### src/rtl/pwm_pkg.sv
// Shared constants for the PWM duty ramp controller: default widths and
// the ramp sequencer state encoding.
package pwm_pkg;

    localparam int PWM_DW = 16;
    localparam int PWM_IW = 8;

    typedef logic [1:0] pwm_state_t;

    localparam pwm_state_t ST_IDLE = 2'd0;
    localparam pwm_state_t ST_RAMP = 2'd1;
    localparam pwm_state_t ST_HOLD = 2'd2;

endpackage

### src/rtl/pwm_period_tick.sv
// Period counter mirroring the PWM core: counts 0..period and wraps,
// flagging the last count of each period as a tick. A new period value
// is only adopted at the wrap so a running period is never cut short.
module pwm_period_tick
    import pwm_pkg::*;
#(
    parameter int DW = PWM_DW
) (
    input  logic          clk,
    input  logic          rst,
    input  logic          en,
    input  logic [DW-1:0] period_reg,
    output logic          tick
);

    logic [DW-1:0] cnt;
    logic [DW-1:0] per_q;

    assign tick = en & (cnt == per_q);

    // Count while enabled, hold otherwise; resample the period at each wrap
    always_ff @(posedge clk) begin
        if (rst) begin
            cnt   <= '0;
            per_q <= period_reg;
        end else if (en) begin
            if (cnt == per_q) begin
                cnt   <= '0;
                per_q <= period_reg;
            end else begin
                cnt <= cnt + DW'(1);
            end
        end
    end

endmodule

### src/rtl/pwm_duty_ramp_ctrl.sv
// Duty ramp controller: walks o_DC toward a requested target in fixed
// steps, one step every `interval` PWM periods, always on a period
// boundary so the PWM core never sees a mid-period duty change.
module pwm_duty_ramp_ctrl
    import pwm_pkg::*;
#(
    parameter int DW = PWM_DW,
    parameter int IW = PWM_IW
) (
    input  logic          clk,
    input  logic          rst,
    input  logic          en,
    input  logic [DW-1:0] period_reg,
    input  logic [DW-1:0] tgt_duty,
    input  logic          tgt_valid,
    input  logic [DW-1:0] step,
    input  logic [IW-1:0] interval,
    output logic [DW-1:0] o_DC,
    output logic          o_DC_valid,
    output logic          busy,
    output logic          done
);

    pwm_state_t    state;
    logic [DW-1:0] tgt_q;
    logic [DW-1:0] step_q;
    logic [IW-1:0] ivl_q;
    logic [IW-1:0] icnt;
    logic [DW-1:0] dc_next;
    logic          tick;
    logic          load;

    // A target above the period could never be reached by the PWM core
    function automatic logic [DW-1:0] clamp_tgt(input logic [DW-1:0] req,
                                                input logic [DW-1:0] per);
        return (req > per) ? per : req;
    endfunction

    // Interval 0 and 1 both mean one step per period
    function automatic logic [IW-1:0] reload_val(input logic [IW-1:0] ivl);
        return (ivl == '0) ? '0 : ivl - IW'(1);
    endfunction

    // One saturating step toward the target; the sum is formed one bit
    // wider so a large step cannot wrap past the target
    function automatic logic [DW-1:0] sat_step(input logic [DW-1:0] cur,
                                               input logic [DW-1:0] tgt,
                                               input logic [DW-1:0] stp);
        logic [DW:0] sum;
        sum = {1'b0, cur} + {1'b0, stp};
        if (stp == '0)
            return tgt;
        if (cur < tgt)
            return (sum >= {1'b0, tgt}) ? tgt : sum[DW-1:0];
        return ((cur - tgt) <= stp) ? tgt : cur - stp;
    endfunction

    pwm_period_tick #(.DW(DW)) u_tick (
        .clk        (clk),
        .rst        (rst),
        .en         (en),
        .period_reg (period_reg),
        .tick       (tick)
    );

    assign load       = en & tgt_valid;
    assign dc_next    = sat_step(o_DC, tgt_q, step_q);
    assign o_DC_valid = (state != ST_IDLE);
    assign busy       = (state == ST_RAMP);

    // Command registers: captured on every accepted target strobe
    always_ff @(posedge clk) begin
        if (load) begin
            tgt_q  <= clamp_tgt(tgt_duty, period_reg);
            step_q <= step;
            ivl_q  <= interval;
        end
    end

    // Sequencer: a new command beats any pending step; steps land on ticks
    always_ff @(posedge clk) begin
        if (rst) begin
            state <= ST_IDLE;
            o_DC  <= '0;
            done  <= 1'b0;
            icnt  <= '0;
        end else begin
            done <= 1'b0;
            if (!en) begin
                state <= ST_IDLE;
            end else if (tgt_valid) begin
                icnt  <= reload_val(interval);
                state <= ST_RAMP;
            end else if (state == ST_RAMP) begin
                if (o_DC == tgt_q) begin
                    state <= ST_HOLD;
                    done  <= 1'b1;
                end else if (tick) begin
                    if (icnt == '0) begin
                        o_DC <= dc_next;
                        icnt <= reload_val(ivl_q);
                        if (dc_next == tgt_q) begin
                            state <= ST_HOLD;
                            done  <= 1'b1;
                        end
                    end else begin
                        icnt <= icnt - IW'(1);
                    end
                end
            end
        end
    end

endmodule

### config.mk
export PLATFORM = sky130hd
export DESIGN_NAME = pwm_duty_ramp_ctrl
export DESIGN_NICKNAME = d
export VERILOG_FILES = /design/src/rtl/pwm_pkg.sv /design/src/rtl/pwm_period_tick.sv /design/src/rtl/pwm_duty_ramp_ctrl.sv
export SDC_FILE = /design/constraint.sdc
export NUM_CORES = 1
export LEC_CHECK = 0
export ABC_AREA = 1
export CORE_UTILIZATION = 63
export DETAILED_ROUTE_END_ITERATION = 8
export GPL_TIMING_DRIVEN = 0
export PLACE_DENSITY = 0.89
export SLEW_MARGIN = 20
export SYNTH_ARGS = -nofsm -noshare
export SYNTH_HDL_FRONTEND = slang
export SYNTH_SLANG_ARGS = --single-unit
### constraint.sdc
create_clock -name clk -period 7.4 [get_ports clk]
set_input_delay 1.48 -clock clk [delete_from_list [all_inputs] [get_ports clk]]
set_output_delay 1.48 -clock clk [all_outputs]
set_load 0.05 [all_outputs]
==> impl_metrics.yaml, run 1 <==
power_and_ir_drop:
  switchingPower_mw: 0.552
  power.sequential.fraction_pct: 40.5
  powerDensity_nw_per_um2: 151
  switching_share_pct: 35.1
  finalPower_mw: 1.57
  vdd.ir_drop.worst_v: 0.000160
  p_clk_share_pct: 30.6
  leakagePower_nw: 4.95
  p_comb_share_pct: 28.9
  p_int_mw: 1.02
worst_setup_path:
  critPathMostFrequentCell: "nand2_1"
  start_kind: "flip-flop"
  r2r-end: "state[1]$_SDFFE_PP0P_"
  crit_path_top_delay_cell: "edfxtp_1"
  critPathMaxFanout: 10
  timing.rr.start: "tgt_q[2]$_DFFE_PP_"
  critPathCapture: "state[1]$_SDFFE_PP0P_"
  crit_path_start: "tgt_q[2]$_DFFE_PP_"
  critPathRequiredTime_ps: 7700
  endpoint_kind: "flip-flop"
  max_stage_delay_ps: 420
  r2r_slack_ps: 1230
  critPathKind: "reg -> reg"
  worstPathArrival_ps: 6470
  r2r_cells: 36
place:
  pre_cts_ws_ps: 1570
  io_buffer_count: 77
  gp_congestion: 0.926
  dp_hpwl_um: 20900
yosys:
  synth_top_area_share_pct: 18.4
  synth_common_cells: "nand2_1, inv_1, nor2_1, ha_1, nand3_1"
  ys_types: 45
  synth_edf_count: 56
  yosysMostFrequentCell: "nand2_1"
  synth_area_leaders: "edfxtp_1, ha_1, nand2_1, dfxtp_1, inv_1"
  synth_seq_cells: 99
  async_reset_ff_share_pct: 0
  yosysSeqAreaShare_pct: 27.9
  syn-instance-count: 1287
  synth_fp_nets: 1450
  synth_ff_type: "edfxtp_1"
  postSynthAreaPerCell_um2: 7.09
  yosys.area.top_type: "edfxtp_1"
  ys.warnings.count: 0
  syn-cell-area_um2: 9120
route:
  post_drt_via_cell_ratio: 5.88
  drt_iter0_markers: 744
  drtAntennaViolNets: 0
  drc: 0
  num_vias: 9182
  dr.pass1.iters: 6
  drt-total-wl_um: 25900
  wl_per_cell_um: 16.6
timing:
  period_share_pct: 83.4
  worst_slack_ps: 1230
  min_period_ps: 6170
  whs_ps: 477
  setup_tns_ps: 0
  hold_viol: 0
  rsz0062_at_grt: "no"
  slew_headroom_pct: 45.7
  skew_ps: 17.9
  worstMarginPinSlew_ps: 808
  fmax_mhz: 162
  finalSetupViolations: 0
  slew_violations: 0
floorplanning:
  start_util_pct: 65.2
  core_area_um2: 14000
  fp.dieArea_um2: 15000
  ios: 79
  die_w_um: 122
  die_h_um: 122
  rows: 43
finish:
  areaGrowthSynthToFinish_pct: 14.4
  diodes: 0
  nets: 1539
  n_fill_cell: 1120
  drive_gt1_share_pct: 5.29
global_routing:
  grt_start_max_net_pins: 33
  grt_use_total_pct: 35.8
  grt_pass1_vias: 8820
  antenna_found_initial: 0
  grt_overflow: 0
  grt_first_pass_wirelength_um: 41500
clock_tree:
  tritoncts: "done"
  cts.sink_count: 99
  cts_resized: 0
  clk_pin_slew_worst_paths_ps: 80
  hold_buffers: 0
  htreeDepth: 3
  cts_buffer_depth: 2
  post_cts_buffers: 0
  root_buffer: "clkbuf_16"
  numCtsBuffers: 9
  clkLatencyLatePin_ps: 370
worst_hold_path:
  hold_path_startpoint: "state[0]$_SDFFE_PP0P_"
  hp-class: "reg -> reg"
outcome:
  outcome: "complete, no violations"
job:
  maxCapViolCount: 0
power groups by stage:
stage          clock network [mW]  logic, mW  registers [mW]
6_report                    0.482      0.455           0.638
5_1_grt                     0.503      0.509           0.641
4_1_cts                     0.483      0.444           0.637
3_5_place_dp                    0      0.440           0.649
3_3_place_gp                    0      0.426           0.649
2_1_floorplan                   0      0.313           0.642
per-layer routing:
layer | up-vias | GRT usage (%) | routed length [um]
li1 | 4521 | - | -
met1 | 4113 | 43.0 | 10600
met2 | 442 | 61.1 | 12200
met3 | 106 | 4.93 | 1740
met4 | 0 | 20.7 | 1470
met5 | - | 0 | 0
state kept, by name, indices dropped and copies added (netlist names):
register,count
done,1
ivl_q,8
o_DC,16
tgt_q,16
state,2
step_q,16
u_tick.per_q,16
icnt,8
u_tick.cnt,16
stage by stage:
| stage | std cells | util (%) | area, um2 |
|---|---|---|---|
| 2_1_floorplan | 1287 | - | 9120 |
| 3_3_place_gp | 1544 | 72.3 | 10100 |
| 3_5_place_dp | 1545 | 72.5 | 10100 |
| 4_1_cts | 1561 | 74.6 | 10400 |
| 5_1_grt | 1561 | 74.6 | 10400 |
| 6_report | 1561 | 74.6 | 10400 |
how the worst min path moves through the flow:
stage          depth (start not counted)  slack [ps]               endpoint
4_1_cts                                2         480  state[0]$_SDFFE_PP0P_
3_3_place_gp                           2         450  state[0]$_SDFFE_PP0P_
6_report                               2         480  state[0]$_SDFFE_PP0P_
3_5_place_dp                           2         470  state[0]$_SDFFE_PP0P_
5_1_grt                                2         510  state[0]$_SDFFE_PP0P_
2_1_floorplan                          2         440  state[0]$_SDFFE_PP0P_
placed cells by master (no fill, tap or decap), drive strengths merged, types with 4 or more instances in the layout:
cell           count
nand2            283
inv              179
nor2             107
ha               100
nand3             95
o21ai             94
a21oi             83
clkdlybuf4s50     77
edfxtp            56
xor2              50
nand4             45
dfxtp             43
clkbuf            27
nor3              26
xnor2             15
buf               15
o211ai             9
or2                9
a211oi             8
nand3b             8
nor4               7
a221oi             7
a31oi              6
o21bai             6
a21o               4
clkinv             4
layout make-up:
type / count / area [um2] / share of cell area (%)
Sequential cell: 99 / 2540 / 24.4
Timing Repair Buffer: 78 / 791 / 7.58
Clock buffer: 9 / 225 / 2.16
Inverter: 176 / 661 / 6.33
Clock inverter: 7 / 70.1 / 0.672
Buffer: 32 / 149 / 1.43
Tap cell: 180 / 225 / 2.16
Multi-Input combinational cell: 980 / 5770 / 55.3
kinds of logic after synthesis:
family | synth area share, %
AND/OR/NAND/NOR | 28.7
AO/OA/AOI/OAI | 13.9
buffers and inverters | 8.86
adder cells (fa/ha/maj) | 14.4
flip-flops | 27.9
XOR/XNOR | 6.24
worst max-delay path: cells and delay by family, from the launching register on:
family / cells / cell delay (ps)
XOR/XNOR: 1 / 180
AND/OR/NAND/NOR: 17 / 1870
AO/OA/AOI/OAI: 13 / 2200
flip-flops: 1 / 420
buffers and inverters: 3 / 810
adder cells (fa/ha/maj): 2 / 600
No activity file was read; power rests on OpenSTA's default activity.
==> run 2: changes to the inputs <==
--- a/config.mk
+++ b/config.mk
@@ -6,10 +6,10 @@
 export NUM_CORES = 1
 export LEC_CHECK = 0
 export ABC_AREA = 1
-export CORE_UTILIZATION = 63
+export CORE_UTILIZATION = 60
 export DETAILED_ROUTE_END_ITERATION = 8
 export GPL_TIMING_DRIVEN = 0
-export PLACE_DENSITY = 0.89
+export PLACE_DENSITY = 0.85
 export SLEW_MARGIN = 20
 export SYNTH_ARGS = -nofsm -noshare
 export SYNTH_HDL_FRONTEND = slang
==> constraint.sdc (replaced) <==
create_clock -name clk -period 5.8 [get_ports clk]
set_input_delay 1.16 -clock clk [delete_from_list [all_inputs] [get_ports clk]]
set_output_delay 1.16 -clock clk [all_outputs]
set_load 0.05 [all_outputs]
==> run 2 against run 1 <==
Net effect: the run now ends with DRC left; die area grew 4.9%; maximum frequency is 15% higher; non-clock buffer count rose by 1; worst hold slack got worse by 11 ps; global-route usage decreased by 2.0 points; wire length grew 0.49%; utilization is 3.5 points lower; sequential share of layout area barely moved; clock power rose by 26%; first-iteration DRC count fell by 9.9%; design area increased by 0.20%; sequential cell count did not move; critical endpoint is now done$_SDFF_PP0_; largest cell class unchanged.
==> impl_metrics.yaml, run 2 (synthesis results as in run 1) <==
global_routing:
  grt_first_pass_wirelength_um: 42100
  grt_use_total_pct: 33.8
  antenna_found_initial: 0
  grt_pass1_vias: 8795
  grt_overflow: 0
  grt_start_max_net_pins: 33
timing:
  fmax_mhz: 187
  setup_tns_ps: 0
  hold_viol: 0
  slew_violations: 0
  skew_ps: 8.83
  min_period_ps: 5350
  period_share_pct: 92.3
  rsz0062_at_grt: "no"
  slew_headroom_pct: 46.4
  worstMarginPinSlew_ps: 797
  finalSetupViolations: 0
place:
  placement.cell_area_um2: 10100
  dp_hpwl_um: 20800
  gp_congestion: 0.935
  place_inst: 1549
  io_buffer_count: 77
outcome:
  violations: "DRC"
  outcome: "finished, violations left"
finish:
  final_common_cell: "nand2_1"
  layoutNonFillerInstCount: 1565
  mostFrequentLayoutCells: "nand2_1, inv_1, nor2_1, ha_1, nand3_1"
  postLayoutCoreUtil_pct: 71.1
  fin_area_um2: 10500
  areaGrowthSynthToFinish_pct: 14.6
  drive_gt1_share_pct: 5.79
  nets: 1540
  diodes: 0
worst_setup_path:
  path_delay_family: "simple AND/OR/NAND/NOR gates"
  critPathMaxFanout: 10
  endpoint_kind: "flip-flop"
  start_kind: "flip-flop"
  critPathRequiredTime_ps: 6100
  critPathKind: "reg -> reg"
  crit_path_top_delay_cell: "edfxtp_1"
  critPathMostFrequentCell: "nand2_1"
  worstPathArrival_ps: 5650
  max_stage_delay_ps: 410
  worst-path-buf-inv: 3
route:
  drc: 1
  drt-total-wl_um: 26100
  drt_iter0_markers: 670
  dr.pass1.iters: 8
  wl_per_cell_um: 16.7
  num_vias: 9192
  drtAntennaViolNets: 0
  post_drt_via_cell_ratio: 5.87
clock_tree:
  cts_buffer_depth: 2
  cts.sink_count: 99
  clk_pin_slew_worst_paths_ps: 80
  root_buffer: "clkbuf_16"
  htreeDepth: 3
  numCtsBuffers: 9
  tritoncts: "done"
  hold_buffers: 0
  clkLatencyLatePin_ps: 360
floorplanning:
  rows: 44
  core_area_um2: 14700
  start_util_pct: 62.1
  fp.dieArea_um2: 15700
  ios: 79
  die_h_um: 125
  die_w_um: 125
power_and_ir_drop:
  vdd.ir_drop.worst_v: 0.000223
  p_clk_share_pct: 30.3
  p_comb_share_pct: 29.0
  leakagePower_nw: 4.96
  powerDensity_nw_per_um2: 192
  p_int_mw: 1.31
  switching_share_pct: 34.6
  switchingPower_mw: 0.693
  power.sequential.fraction_pct: 40.6
job:
  maxCapViolCount: 0
worst_hold_path:
  hp-class: "reg -> reg"
## run 2: changes by cell type in the layout (fill, tap and decap cells not counted), sizes merged
cell	delta
clkinv	-2
clkbuf	+1
buf	+1
## run 2: tightest hold or removal path: cells and delay by family, from the launching register on
| family | cells | cell delay [ps] |
|---|---|---|
| compound gates | 1 | 50 |
| flops | 1 | 310 |
| simple gates | 1 | 60 |
## run 2: timing repair
item | CTS | global route
pin swaps | 0 | 2
gates resized for setup | 1 | 13
gates cloned | 0 | 0
buffers inserted | 0 | 1
endpoints found under the hold margin | 0 | 0
setup endpoints to repair | 3 | 3
## run 2: per-layer routing
| layer | part of all wire [%] | vias up | track usage (%) |
|---|---|---|---|
| met5 | 0 | - | 0 |
| met4 | 4.1 | 0 | 16.3 |
| met3 | 6.4 | 84 | 4.15 |
| met2 | 48 | 406 | 59.7 |
| met1 | 41 | 4167 | 40.7 |
| li1 | - | 4535 | - |
## run 2: power groups by stage
| stage | combinational [mW] | clock, mW | sequential (mW) |
|---|---|---|---|
| final | 0.582 | 0.608 | 0.814 |
| after global routing | 0.652 | 0.633 | 0.817 |
| after CTS | 0.566 | 0.612 | 0.813 |
| after detailed placement | 0.561 | 0 | 0.828 |
| after global placement | 0.545 | 0 | 0.828 |
| after floorplan | 0.399 | 0 | 0.819 |
## run 2: layout make-up
cell class              count  area, um2
flip-flops and latches     99       2540
fillers                  1236       4240
multi-input cells         980       5780
repair buffers             79        798
inverters                 176        661
plain buffers              32        158
clock buffers              10        239
clock inverters             5       42.5
well taps                 184        230
## run 2: path summary, 6_finish.rpt
check                             start                     to  slack, ps  cells after the start
hold / removal    state[0]$_SDFFE_PP0P_  state[0]$_SDFFE_PP0P_        470                      2
hold reg to reg   state[0]$_SDFFE_PP0P_  state[0]$_SDFFE_PP0P_        470                      2
setup / recovery     tgt_q[2]$_DFFE_PP_        done$_SDFF_PP0_        450                     36
setup reg to reg     tgt_q[2]$_DFFE_PP_        done$_SDFF_PP0_        450                     36
## run 2: stage by stage
stage / hold WS (ps) / power [mW] / worst slack, ps
global route: 499 / 2.10 / 8.04
CTS: 466 / 1.99 / 31.1
global placement: 455 / 1.37 / -8.28
finish: 466 / 2.00 / 446
detailed placement: 455 / 1.39 / -43.6
floorplan: 438 / 1.22 / 972
